[src/rtl/nat_pkg.sv]
// rtl/nat_pkg.sv - shared constants, state encoding and helpers for the NAT lookup arbiter
package nat_pkg;

    localparam int NAT_BEATS = 4;
    localparam int NAT_ID_W  = 32;

    // Beat position of each 5-tuple field within one lookup request
    localparam int BEAT_SRCIP = 0;
    localparam int BEAT_DSTIP = 1;
    localparam int BEAT_PORTS = 2;
    localparam int BEAT_PROTO = 3;

    typedef enum logic [1:0] {
        ST_IDLE = 2'd0,
        ST_FWD  = 2'd1,
        ST_WAIT = 2'd2,
        ST_RSP  = 2'd3
    } nat_state_e;

    function automatic int rr_wrap_inc(input int idx, input int n);
        return (idx + 1 >= n) ? 0 : idx + 1;
    endfunction

endpackage

[src/rtl/nat_rr_pick.sv]
// rtl/nat_rr_pick.sv - round-robin first-valid search starting at rr_ptr
module nat_rr_pick
    import nat_pkg::*;
#(
    parameter int N_REQ = 4,
    parameter int IDX_W = $clog2(N_REQ)
) (
    input  logic [N_REQ-1:0] req_i,
    input  logic [IDX_W-1:0] rr_ptr_i,
    output logic             found_o,
    output logic [IDX_W-1:0] idx_o
);

    logic [2*N_REQ-1:0] dbl;
    logic [N_REQ-1:0]   rotated;
    int                 pos;

    // Rotating the doubled vector puts rr_ptr at bit 0, so a plain low-first search is fair
    always_comb begin
        dbl     = {req_i, req_i};
        rotated = N_REQ'(dbl >> rr_ptr_i);
        found_o = 1'b0;
        idx_o   = '0;
        pos     = 0;
        for (int j = N_REQ - 1; j >= 0; j--) begin
            if (rotated[j]) begin
                found_o = 1'b1;
                pos     = int'(rr_ptr_i) + j;
                if (pos >= N_REQ) begin
                    pos = pos - N_REQ;
                end
                idx_o = IDX_W'(pos);
            end
        end
    end

endmodule

[src/rtl/nat_lookup_arbiter.sv]
// rtl/nat_lookup_arbiter.sv - round-robin sharing of one NAT lookup engine between requesters
module nat_lookup_arbiter
    import nat_pkg::*;
#(
    parameter int N_REQ  = 4,
    parameter int DATA_W = NAT_ID_W,
    parameter int BEATS  = NAT_BEATS
) (
    input  logic                     clk,
    input  logic                     rst_n,
    input  logic [N_REQ-1:0]         req_valid_i,
    input  logic [N_REQ*DATA_W-1:0]  req_data_i,
    output logic [N_REQ-1:0]         req_ready_o,
    output logic [N_REQ-1:0]         rsp_valid_o,
    output logic [DATA_W-1:0]        rsp_data_o,
    input  logic [N_REQ-1:0]         rsp_ready_i,
    output logic                     tuple_valid_o,
    output logic [DATA_W-1:0]        tuple_data_o,
    input  logic                     tuple_ready_i,
    input  logic                     conn_valid_i,
    input  logic [DATA_W-1:0]        conn_data_i,
    output logic                     conn_ready_o,
    output logic [$clog2(N_REQ)-1:0] grant_o,
    output logic                     busy_o,
    output logic [31:0]              lookups_o
);

    localparam int IDX_W = $clog2(N_REQ);
    localparam int BC_W  = $clog2(BEATS);

    nat_state_e        state_q, state_d;
    logic [IDX_W-1:0]  grant_q, grant_d;
    logic [IDX_W-1:0]  rr_ptr_q, rr_ptr_d;
    logic [BC_W-1:0]   beat_cnt_q, beat_cnt_d;
    logic [DATA_W-1:0] rsp_q, rsp_d;
    logic [31:0]       lookups_q, lookups_d;

    logic              pick_found;
    logic [IDX_W-1:0]  pick_idx;
    logic              owner_valid;
    logic [DATA_W-1:0] owner_data;
    logic              fwd_xfer;

    nat_rr_pick #(
        .N_REQ (N_REQ),
        .IDX_W (IDX_W)
    ) u_pick (
        .req_i    (req_valid_i),
        .rr_ptr_i (rr_ptr_q),
        .found_o  (pick_found),
        .idx_o    (pick_idx)
    );

    assign owner_valid = req_valid_i[grant_q];
    assign owner_data  = req_data_i[int'(grant_q)*DATA_W +: DATA_W];
    assign fwd_xfer    = (state_q == ST_FWD) && owner_valid && tuple_ready_i;

    always_comb begin
        state_d    = state_q;
        grant_d    = grant_q;
        rr_ptr_d   = rr_ptr_q;
        beat_cnt_d = beat_cnt_q;
        rsp_d      = rsp_q;
        lookups_d  = lookups_q;
        case (state_q)
            ST_IDLE: begin
                if (pick_found) begin
                    grant_d = pick_idx;
                    state_d = ST_FWD;
                end
            end
            ST_FWD: begin
                // The grant stays locked until the whole tuple is through, even if the owner stalls
                if (fwd_xfer) begin
                    if (beat_cnt_q == BC_W'(BEATS - 1)) begin
                        beat_cnt_d = '0;
                        state_d    = ST_WAIT;
                    end else begin
                        beat_cnt_d = beat_cnt_q + 1'b1;
                    end
                end
            end
            ST_WAIT: begin
                if (conn_valid_i) begin
                    rsp_d   = conn_data_i;
                    state_d = ST_RSP;
                end
            end
            ST_RSP: begin
                if (rsp_ready_i[grant_q]) begin
                    lookups_d = lookups_q + 32'd1;
                    rr_ptr_d  = IDX_W'(rr_wrap_inc(int'(grant_q), N_REQ));
                    state_d   = ST_IDLE;
                end
            end
            default: state_d = ST_IDLE;
        endcase
    end

    always_ff @(posedge clk) begin
        if (!rst_n) begin
            state_q    <= ST_IDLE;
            grant_q    <= '0;
            rr_ptr_q   <= '0;
            beat_cnt_q <= '0;
            rsp_q      <= '0;
            lookups_q  <= '0;
        end else begin
            state_q    <= state_d;
            grant_q    <= grant_d;
            rr_ptr_q   <= rr_ptr_d;
            beat_cnt_q <= beat_cnt_d;
            rsp_q      <= rsp_d;
            lookups_q  <= lookups_d;
        end
    end

    always_comb begin
        tuple_valid_o = 1'b0;
        tuple_data_o  = '0;
        req_ready_o   = '0;
        conn_ready_o  = 1'b0;
        rsp_valid_o   = '0;
        rsp_data_o    = '0;
        case (state_q)
            ST_FWD: begin
                tuple_valid_o        = owner_valid;
                tuple_data_o         = owner_data;
                req_ready_o[grant_q] = tuple_ready_i;
            end
            ST_WAIT: conn_ready_o = 1'b1;
            ST_RSP: begin
                rsp_valid_o[grant_q] = 1'b1;
                rsp_data_o           = rsp_q;
            end
            default: ;
        endcase
    end

    assign grant_o   = grant_q;
    assign busy_o    = (state_q != ST_IDLE);
    assign lookups_o = lookups_q;

endmodule

[config.mk]
export PLATFORM = sky130hd
export DESIGN_NAME = nat_lookup_arbiter
export DESIGN_NICKNAME = d
export VERILOG_FILES = /design/src/rtl/nat_pkg.sv /design/src/rtl/nat_rr_pick.sv /design/src/rtl/nat_lookup_arbiter.sv
export SDC_FILE = /design/constraint.sdc
export NUM_CORES = 1
export LEC_CHECK = 0
export BUFFER_PORTS_ARGS = -buffer_cell sky130_fd_sc_hd__buf_4
export CORE_MARGIN = 10
export CORE_UTILIZATION = 47
export CTS_CLUSTER_SIZE = 25
export DETAILED_ROUTE_END_ITERATION = 10
export GPL_TIMING_DRIVEN = 0
export HOLD_SLACK_MARGIN = 0.12
export PLACE_DENSITY = 0.87
export SLEW_MARGIN = 20
export SYNTH_ARGS = -nofsm -noshare
export SYNTH_HDL_FRONTEND = slang
export SYNTH_SLANG_ARGS = --single-unit
[constraint.sdc]
create_clock -name clk -period 4.02 [get_ports clk]
set_clock_uncertainty 0.2 [all_clocks]
set_input_delay 0.804 -clock clk [delete_from_list [all_inputs] [get_ports clk]]
set_output_delay 0.804 -clock clk [all_outputs]
set_load 0.1 [all_outputs]
==> out/metrics.cfg, run 1 <==
[worst_setup_path]
r2r_start=state_q[0]
worst-setup-path-type=reg2out
slowest_stage=buf_1
crit_path_cell_trace=buf_2, buf_1, mux4_2, and2_1, buf_4
crit_buf_inv=3
timing.rr.end=lookups_o[20]
critPathLaunchType=flop
cpLargestDelayFamily=buffers and inverters
endpoint_kind=output port
worstPathRequired_ns=3.02
path_max_fanout=10
worstPathArrival_ns=2.34
cpPeakStageDelay_ns=0.49
reg2reg_depth=7
reg2reg_slack_ns=1.49

[timing]
hold_viol=0
setup-tns-final_ns=0
post-route-period-util_pct=83.2
slew_headroom_pct=60.9
rsz0062_at_grt=false
fin_crit_ns=3.35
drv_slew=0
fmax_ghz=0.299
setup_viol=0
timing.final.ws_setup_ns=0.675
worstMarginPinSlew_ns=0.586
whs_ns=0.252

[power_and_ir_drop]
power_leakage_nw=3.01
vdd_drop_max_v=0.000406
power.density_nw_per_um2=466

[place]
dp_hpwl_um=17500
placed_area_um2=6780
gp_congestion=1.03
place_ws_ns=1.08
port_buffers=280

[floorplanning]
initial_core_util_pct=48.6
std_cell_rows=35
die_h_um=118
die_w_um=118
pin_count=281
die-area_um2=13900
core_area_um2=9280

[hold_path]
hold_end=rsp_q[18]
min_from=rsp_q[18]
holdCritPathClass=reg2reg
worstHoldPathCells=2

[drt]
wirelength_um=20600
antenna_left=0
drt-pass1-iter-count=6
post_drt_wl_per_cell_um=22.0
drt_iter0_markers=383
vias=5175
drc=0
vias_per_cell=5.51

[logic_synthesis]
syn_avg_cell_area_um2=8.80
netlist_area_um2=4520
synth_cell_types=40
synth_edf_count=0
syn_inst=513
synth_ff_type=dfxtp_1
syn_nets=695
yosys_warnings=0
synth_seq_area_share_pct=31.9
ys_async_sr_fraction_pct=0
ys_seq_elements=72

[finish]
drive_above_1_share_pct=42.4
fin_area_um2=6970
area_delta_synth_final_pct=54.4
n_fill_cell=728
final_nets=986

[clock_network]
cts_buffers=9
cts_hold_buf=0
ctsResizeCount=0
post_cts_buffers=0
insertion_delay_ns=0.35
clk_pin_slew_ns=0.09
cts_tree=done
cts_root_buffer=clkbuf_8
htreeDepth=3
ctsLongestPathBuffers=2
cts.sinks=72

[global_route]
antenna_found_initial=2
grt_pass1_vias=5245
grt_start_max_net_pins=16
gr-total-overflow=0
grt_use_total_pct=28.3
grt_pass1_wl_um=31200

[run]
maxCapViolations=0

[status]
status=finished, final reports clean

## report_power, final
group	leakage (nW)	internal [W]	switching, W
Sequential	0.581	0.000754	0.0000279
Clock	0.0863	0.000237	0.000321
Combinational	2.34	0.000516	0.00140
Total	3.01	0.00151	0.00174
## cells in the mapped netlist, types with 6 or more instances
cell / count / share of area (%)
nand3_1: 16 / 1.8
dfxtp_1: 72 / 32
inv_1: 10 / 0.83
or4_1: 12 / 2.0
and3_1: 7 / 0.97
and2_1: 74 / 10
xor2_1: 8 / 1.6
buf_2: 9 / 1.0
nor2_1: 10 / 0.83
nand4_1: 13 / 1.8
ha_1: 10 / 2.8
a21oi_1: 52 / 5.8
clkbuf_1: 27 / 2.2
mux2i_1: 7 / 1.6
and4_1: 6 / 1.2
mux4_2: 34 / 17
nand2_1: 86 / 7.1
o31ai_1: 12 / 2.0
## through the flow
stage                     instances  util, %  total power, W
final                           940     75.1         0.00325
after global placement          922     73.0         0.00268
after global routing            940     75.1         0.00337
after floorplan                 513        -         0.00219
after CTS                       938     75.0         0.00326
after detailed placement        922     73.0         0.00271
## cells in the final DEF, fill, tap and decap left out, drive strengths merged
cell and count:
buf 294, nand2 86, and2 74, dfxtp 72, a21oi 52, clkbuf 36, mux4 34, nand3 17
inv 14, nand4 13, o31ai 12, or4 12, nor2 10, ha 10, xor2 8, and3 7
mux2i 7, and4 6, nand2b 5, nor4 5, or3 5, o21a 4, o21ai 4, clkinvlp 3
diode 2, o311ai 2, o41ai 2, o31a 2, o22ai 2, a21boi 2, clkinv 1, nor3 1
o211ai 1, a221oi 1, a21o 1, nor2b 1, o21bai 1, o2111ai 1, a211o 1
## registers in the layout, summed over array words and instances, names as in the netlist
signal      cells
beat_cnt_q      2
grant_o         2
lookups_o      32
rr_ptr_q        2
rsp_q          32
state_q         2
## worst register-to-register path, delay by kind of cell (launching register included)
kind / cells / cell delay [ns]
buf+inv: 2 / 0.63
fa+ha+maj: 1 / 0.17
flops: 1 / 0.39
simple gates: 3 / 0.92
compound gates: 1 / 0.14
## area by class of cell
type	count	area, µm²	area share (%)
antenna	2	5.00	0.0718
buffer	41	180	2.58
clock buffer	9	124	1.78
clock inverter	7	62.6	0.898
inverter	11	41.3	0.592
multi-input combinational	389	2850	40.9
sequential	72	1440	20.7
tap	129	161	2.32
timing repair buffer	280	2100	30.2
## cell families (layout without fill, tap and decap cells)
group | Yosys count | in the layout | share of synthesized area (%)
compound gates | 88 | 88 | 11.9
xor+xnor | 8 | 8 | 1.55
fa+ha+maj | 10 | 10 | 2.77
buf+inv | 52 | 348 | 4.90
flops | 72 | 72 | 31.9
mux | 41 | 41 | 18.5
other cells | 0 | 2 | 0
simple gates | 242 | 242 | 28.5
## worst max-delay path by stage
stage,from,slack [ns],to,depth (start not counted)
2_1_floorplan,grant_o[1],0.38,tuple_data_o[13],4
3_3_place_gp,grant_o[1],1.07,tuple_data_o[29],5
3_5_place_dp,grant_o[0],1.08,tuple_data_o[7],5
4_1_cts,grant_o[1],0.67,tuple_data_o[7],5
5_1_grt,state_q[1],0.57,tuple_data_o[7],6
6_report,grant_o[1],0.67,tuple_data_o[29],5
## metal layers
| metal | track usage (%) | up-vias | part of all wire, % |
|---|---|---|---|
| li1 | - | 2431 | - |
| met1 | 31.4 | 2446 | 37 |
| met2 | 48.4 | 264 | 50 |
| met3 | 10.5 | 34 | 9.6 |
| met4 | 10.6 | 0 | 3.5 |
| met5 | 0 | - | 0 |
No activity file was read; power rests on OpenSTA's default activity.
==> run 2, diff against run 1 <==
--- a/config.mk
+++ b/config.mk
@@ -7,12 +7,12 @@
 export LEC_CHECK = 0
 export BUFFER_PORTS_ARGS = -buffer_cell sky130_fd_sc_hd__buf_4
 export CORE_MARGIN = 10
-export CORE_UTILIZATION = 47
+export CORE_UTILIZATION = 39
 export CTS_CLUSTER_SIZE = 25
 export DETAILED_ROUTE_END_ITERATION = 10
 export GPL_TIMING_DRIVEN = 0
 export HOLD_SLACK_MARGIN = 0.12
-export PLACE_DENSITY = 0.87
+export PLACE_DENSITY = 0.77
 export SLEW_MARGIN = 20
 export SYNTH_ARGS = -nofsm -noshare
 export SYNTH_HDL_FRONTEND = slang
==> constraint.sdc (replaced) <==
create_clock -name clk -period 2.85 [get_ports clk]
set_clock_uncertainty 0.2 [all_clocks]
set_input_delay 0.57 -clock clk [delete_from_list [all_inputs] [get_ports clk]]
set_output_delay 0.57 -clock clk [all_outputs]
set_load 0.1 [all_outputs]
==> out/metrics.cfg, run 2 (synthesis results as in run 1) <==
[drt]
post_drt_wl_per_cell_um=20.8
drt-pass1-iter-count=6
drc=0
vias_per_cell=5.45
antenna_left=0
vias=5192
drt_iter0_markers=255
wirelength_um=19800

[clock_network]
clk_pin_slew_ns=0.05
cts_root_buffer=clkbuf_16
cts_hold_buf=0
cts.sinks=72
cts_buffers=9
insertion_delay_ns=0.34
htreeDepth=3
ctsLongestPathBuffers=2
cts_tree=done

[worst_setup_path]
crit_path_cell_trace=buf_8, buf_12, mux4_2, and2_2, buf_4
endpoint_kind=output port
critPathLaunchType=flop
worstPathArrival_ns=2.02
crit_buf_inv=3
worst-setup-path-type=reg2out
path_max_fanout=10
slowest_stage=mux4_2
worstPathRequired_ns=2.08
reg2reg_slack_ns=0.54
cpPeakStageDelay_ns=0.51
cpLargestDelayFamily=buffers and inverters

[power_and_ir_drop]
combPwrFrac_pct=54.4
vdd_drop_max_v=0.000728
p_switching_w=0.00242
clockPowerShare_pct=23.5
p_int_w=0.00261
seqPwrFrac_pct=22.1
power.density_nw_per_um2=697
power_leakage_nw=3.13
power.share.switching_pct=48.1
power.total_w=0.00503

[status]
status=finished, final reports clean

[finish]
area_delta_synth_final_pct=59.8
drive_above_1_share_pct=46.9
n_fill_cell=978
final_nets=985
final_util_pct=63.5
final_cell_mix=281 x buf_4, 86 x nand2_1, 70 x dfxtp_1
final_common_cell=buf_4

[global_route]
gr-total-overflow=0
grt_use_met1_pct=24.6
grt_pass1_wl_um=29500
grt_pass1_vias=5137
globalRouteMet3Util_pct=7.44
met2_usage_pct=40.3
grt_use_total_pct=22.8
busiest_layer=met2
antenna_found_initial=2
grt_start_max_net_pins=12

[timing]
post-route-period-util_pct=97.7
drv_slew=0
hold_viol=0
fin_crit_ns=2.79
timing.final.ws_setup_ns=0.0643
fmax_ghz=0.359
setup_viol=0
slew_headroom_pct=63.5
worstMarginPinSlew_ns=0.547
setup-tns-final_ns=0

[floorplanning]
core_area_um2=11400
die_h_um=128
pin_count=281
std_cell_rows=39
die-area_um2=16300
initial_core_util_pct=39.7
die_w_um=128

[run]
maxCapViolations=0

[place]
gp_congestion=0.931
dp_hpwl_um=16500
port_buffers=280
place_ws_ns=0.102

[hold_path]
holdCritPathClass=reg2reg

run 2: path summary, 6_finish.rpt:
path,startpoint,to,cells after the start
max,grant_o[0],tuple_data_o[27],5
min,rsp_q[0],rsp_q[0],2
max reg2reg,state_q[1],lookups_o[20],6
min reg2reg,rsp_q[0],rsp_q[0],2
run 2: worst min-delay path, cell delays in order, from the launching register on:
cell and delay (ns):
dfxtp_1 0.30, nand2_1 0.05, a21oi_1 0.05
run 2: stage by stage:
stage                     area (µm²)  hold slack [ns]  std cells
after floorplan                 4560            0.232        513
after global routing            7220            0.271        953
after CTS                       7170            0.250        951
after global placement          6840            0.237        936
after detailed placement        6840            0.243        936
final                           7220            0.248        953
run 2: power groups by stage:
stage                     Clock, W  Sequential [W]  Combinational, W
after floorplan                  0         0.00115           0.00197
after global placement           0         0.00112           0.00267
after detailed placement         0         0.00113           0.00270
after CTS                  0.00119         0.00111           0.00272
after global routing       0.00124         0.00112           0.00285
final                      0.00118         0.00111           0.00273
run 2: timing repair:
action / CTS / global route
buffers inserted: 0 / 0
setup endpoints to repair: 55 / 40
pin swaps: 0 / 0
gates resized for setup: 12 / 17
run 2: layout make-up:
class                   count  area [µm²]  area share [%]
multi-input cells         389        2890            40.0
repair buffers            280        2100            29.1
flip-flops and latches     72        1450            20.0
clock buffers              14         275            3.81
plain buffers              40         243            3.36
well taps                 143         179            2.48
inverters                  11        41.3           0.572
clock inverters             2        35.0           0.485
diodes                      2        5.00          0.0693
run 2: layer usage:
layer	vias to the layer above	part of all wire [%]
met5	-	0
met4	0	3.6
met3	45	9.1
met2	250	51
met1	2472	37
li1	2425	-
==> run 3, diff against run 2 <==
--- a/config.mk
+++ b/config.mk
@@ -7,13 +7,13 @@
 export LEC_CHECK = 0
 export BUFFER_PORTS_ARGS = -buffer_cell sky130_fd_sc_hd__buf_4
 export CORE_MARGIN = 10
-export CORE_UTILIZATION = 39
+export CORE_UTILIZATION = 44
 export CTS_CLUSTER_SIZE = 25
 export DETAILED_ROUTE_END_ITERATION = 10
 export GPL_TIMING_DRIVEN = 0
 export HOLD_SLACK_MARGIN = 0.12
-export PLACE_DENSITY = 0.77
-export SLEW_MARGIN = 20
+export PLACE_DENSITY = 0.82
+export SLEW_MARGIN = 15
 export SYNTH_ARGS = -nofsm -noshare
 export SYNTH_HDL_FRONTEND = slang
 export SYNTH_SLANG_ARGS = --single-unit
==> constraint.sdc (replaced) <==
create_clock -name clk -period 3.1 [get_ports clk]
set_clock_uncertainty 0.2 [all_clocks]
set_input_delay 0.62 -clock clk [delete_from_list [all_inputs] [get_ports clk]]
set_output_delay 0.62 -clock clk [all_outputs]
set_load 0.1 [all_outputs]
==> out/metrics.cfg, run 3 (synthesis results as in run 1) <==
[worst_setup_path]
critPathLaunchType=flop
slowest_stage=mux4_2
worstPathRequired_ns=2.28
crit_path_cell_trace=buf_6, buf_4, mux4_2, and2_2, buf_4
cpLargestDelayFamily=buffers and inverters
path_common_cell=buf_4
worst-setup-path-type=reg2out
crit_buf_inv=3
worstPathArrival_ns=2.18
cpPeakStageDelay_ns=0.56
path_max_fanout=10
endpoint_kind=output port

[global_route]
grt_use_total_pct=26.1
grt_start_max_net_pins=13
grt_pass1_wl_um=30000
grt_pass1_vias=5000
gr-total-overflow=0
antenna_found_initial=1

[drt]
wirelength_um=20300
post_drt_wl_per_cell_um=21.5
drt_iter0_markers=435
drc=0
vias_per_cell=5.57
vias=5239
antenna_left=0
drt-pass1-iter-count=5

[floorplanning]
core_area_um2=9860
die_h_um=121
die_w_um=121
initial_core_util_pct=45.8
std_cell_rows=36
pin_count=281
die-area_um2=14700

[clock_network]
ctsLongestPathBuffers=2
cts_tree=done
clk_pin_slew_ns=0.07
insertion_delay_ns=0.35
cts_buffers=9
cts_root_buffer=clkbuf_8
post_cts_buffers=0
cts.sinks=72
htreeDepth=3

[finish]
drive_above_1_share_pct=45.7
final_nets=985
final_cell_mix=283 x buf_4, 86 x nand2_1, 70 x dfxtp_1
area_delta_synth_final_pct=55.1
final_common_cell=buf_4

[timing]
worstMarginPinSlew_ns=0.517
fmax_ghz=0.333
hold_viol=0
rsz0062_at_grt=false
slew_headroom_pct=65.5
setup-tns-final_ns=0
timing.final.ws_setup_ns=0.0974
fin_crit_ns=3.00
post-route-period-util_pct=96.9
drv_slew=0
setup_viol=0

[place]
port_buffers=280
dp_hpwl_um=16900
place_ws_ns=0.327
gp_congestion=1.00

[status]
status=finished, final reports clean

[hold_path]
holdCritPathClass=reg2reg

[power_and_ir_drop]
power_leakage_nw=3.04
power.density_nw_per_um2=599
vdd_drop_max_v=0.000541

[run]
maxCapViolations=0

[run 3: area by class of cell]
type	instances	area, µm²
Clock buffer	11	151
Sequential cell	72	1440
Multi-Input combinational cell	389	2880
Fill cell	777	2860
Clock inverter	4	28.8
Inverter	11	41.3
Antenna cell	1	2.50
Buffer	40	190
Tap cell	133	166
Timing Repair Buffer	280	2100
[run 3: worst paths after layout]
path	slack [ns]	depth (start not counted)	end	from
setup / recovery	0.1	5	tuple_data_o[12]	grant_o[0]
hold / removal	0.25	2	rsp_q[21]	rsp_q[21]
setup reg to reg	0.74	6	lookups_o[20]	state_q[1]
hold reg to reg	0.25	2	rsp_q[21]	rsp_q[21]
[run 3: layer usage]
| layer | share of wire [%] | GRT usage (%) |
|---|---|---|
| met5 | 0 | 0 |
| met4 | 2.0 | 7.15 |
| met3 | 10 | 10.1 |
| met2 | 51 | 46.2 |
| met1 | 37 | 28.3 |
[run 3: timing repair]
item	4_1_cts	5_1_grt
endpoints found under the setup margin	30	37
pin swaps	0	0
hold buffers	0	0
gates resized for setup	5	5
[run 3: worst reg2reg max path, cell delays in order (launching register included)]
cell	delay (ns)
dfxtp_1	0.39
ha_1	0.41
and4_1	0.37
nand2_1	0.14
buf_2	0.21
or4_1	0.42
a21oi_1	0.15
[run 3: power breakdown]
group | switching, W | leakage (nW) | internal, W
sequential | 0.0000380 | 0.582 | 0.000979
combinational | 0.00179 | 2.37 | 0.000692
clock | 0.000366 | 0.0878 | 0.000331
total | 0.00219 | 3.04 | 0.00200
[run 3: metrics by stage]
step | area (µm²) | cells | total power, W | utilization, % | hold WS (ns)
6_report | 7000 | 941 | 0.00420 | 71.0 | 0.254
5_1_grt | 7000 | 941 | 0.00436 | 71.0 | 0.277
4_1_cts | 7000 | 941 | 0.00421 | 71.0 | 0.256
3_5_place_dp | 6810 | 926 | 0.00352 | 69.1 | 0.244
3_3_place_gp | 6810 | 926 | 0.00349 | 69.1 | 0.239
2_1_floorplan | 4540 | 513 | 0.00287 | - | 0.232
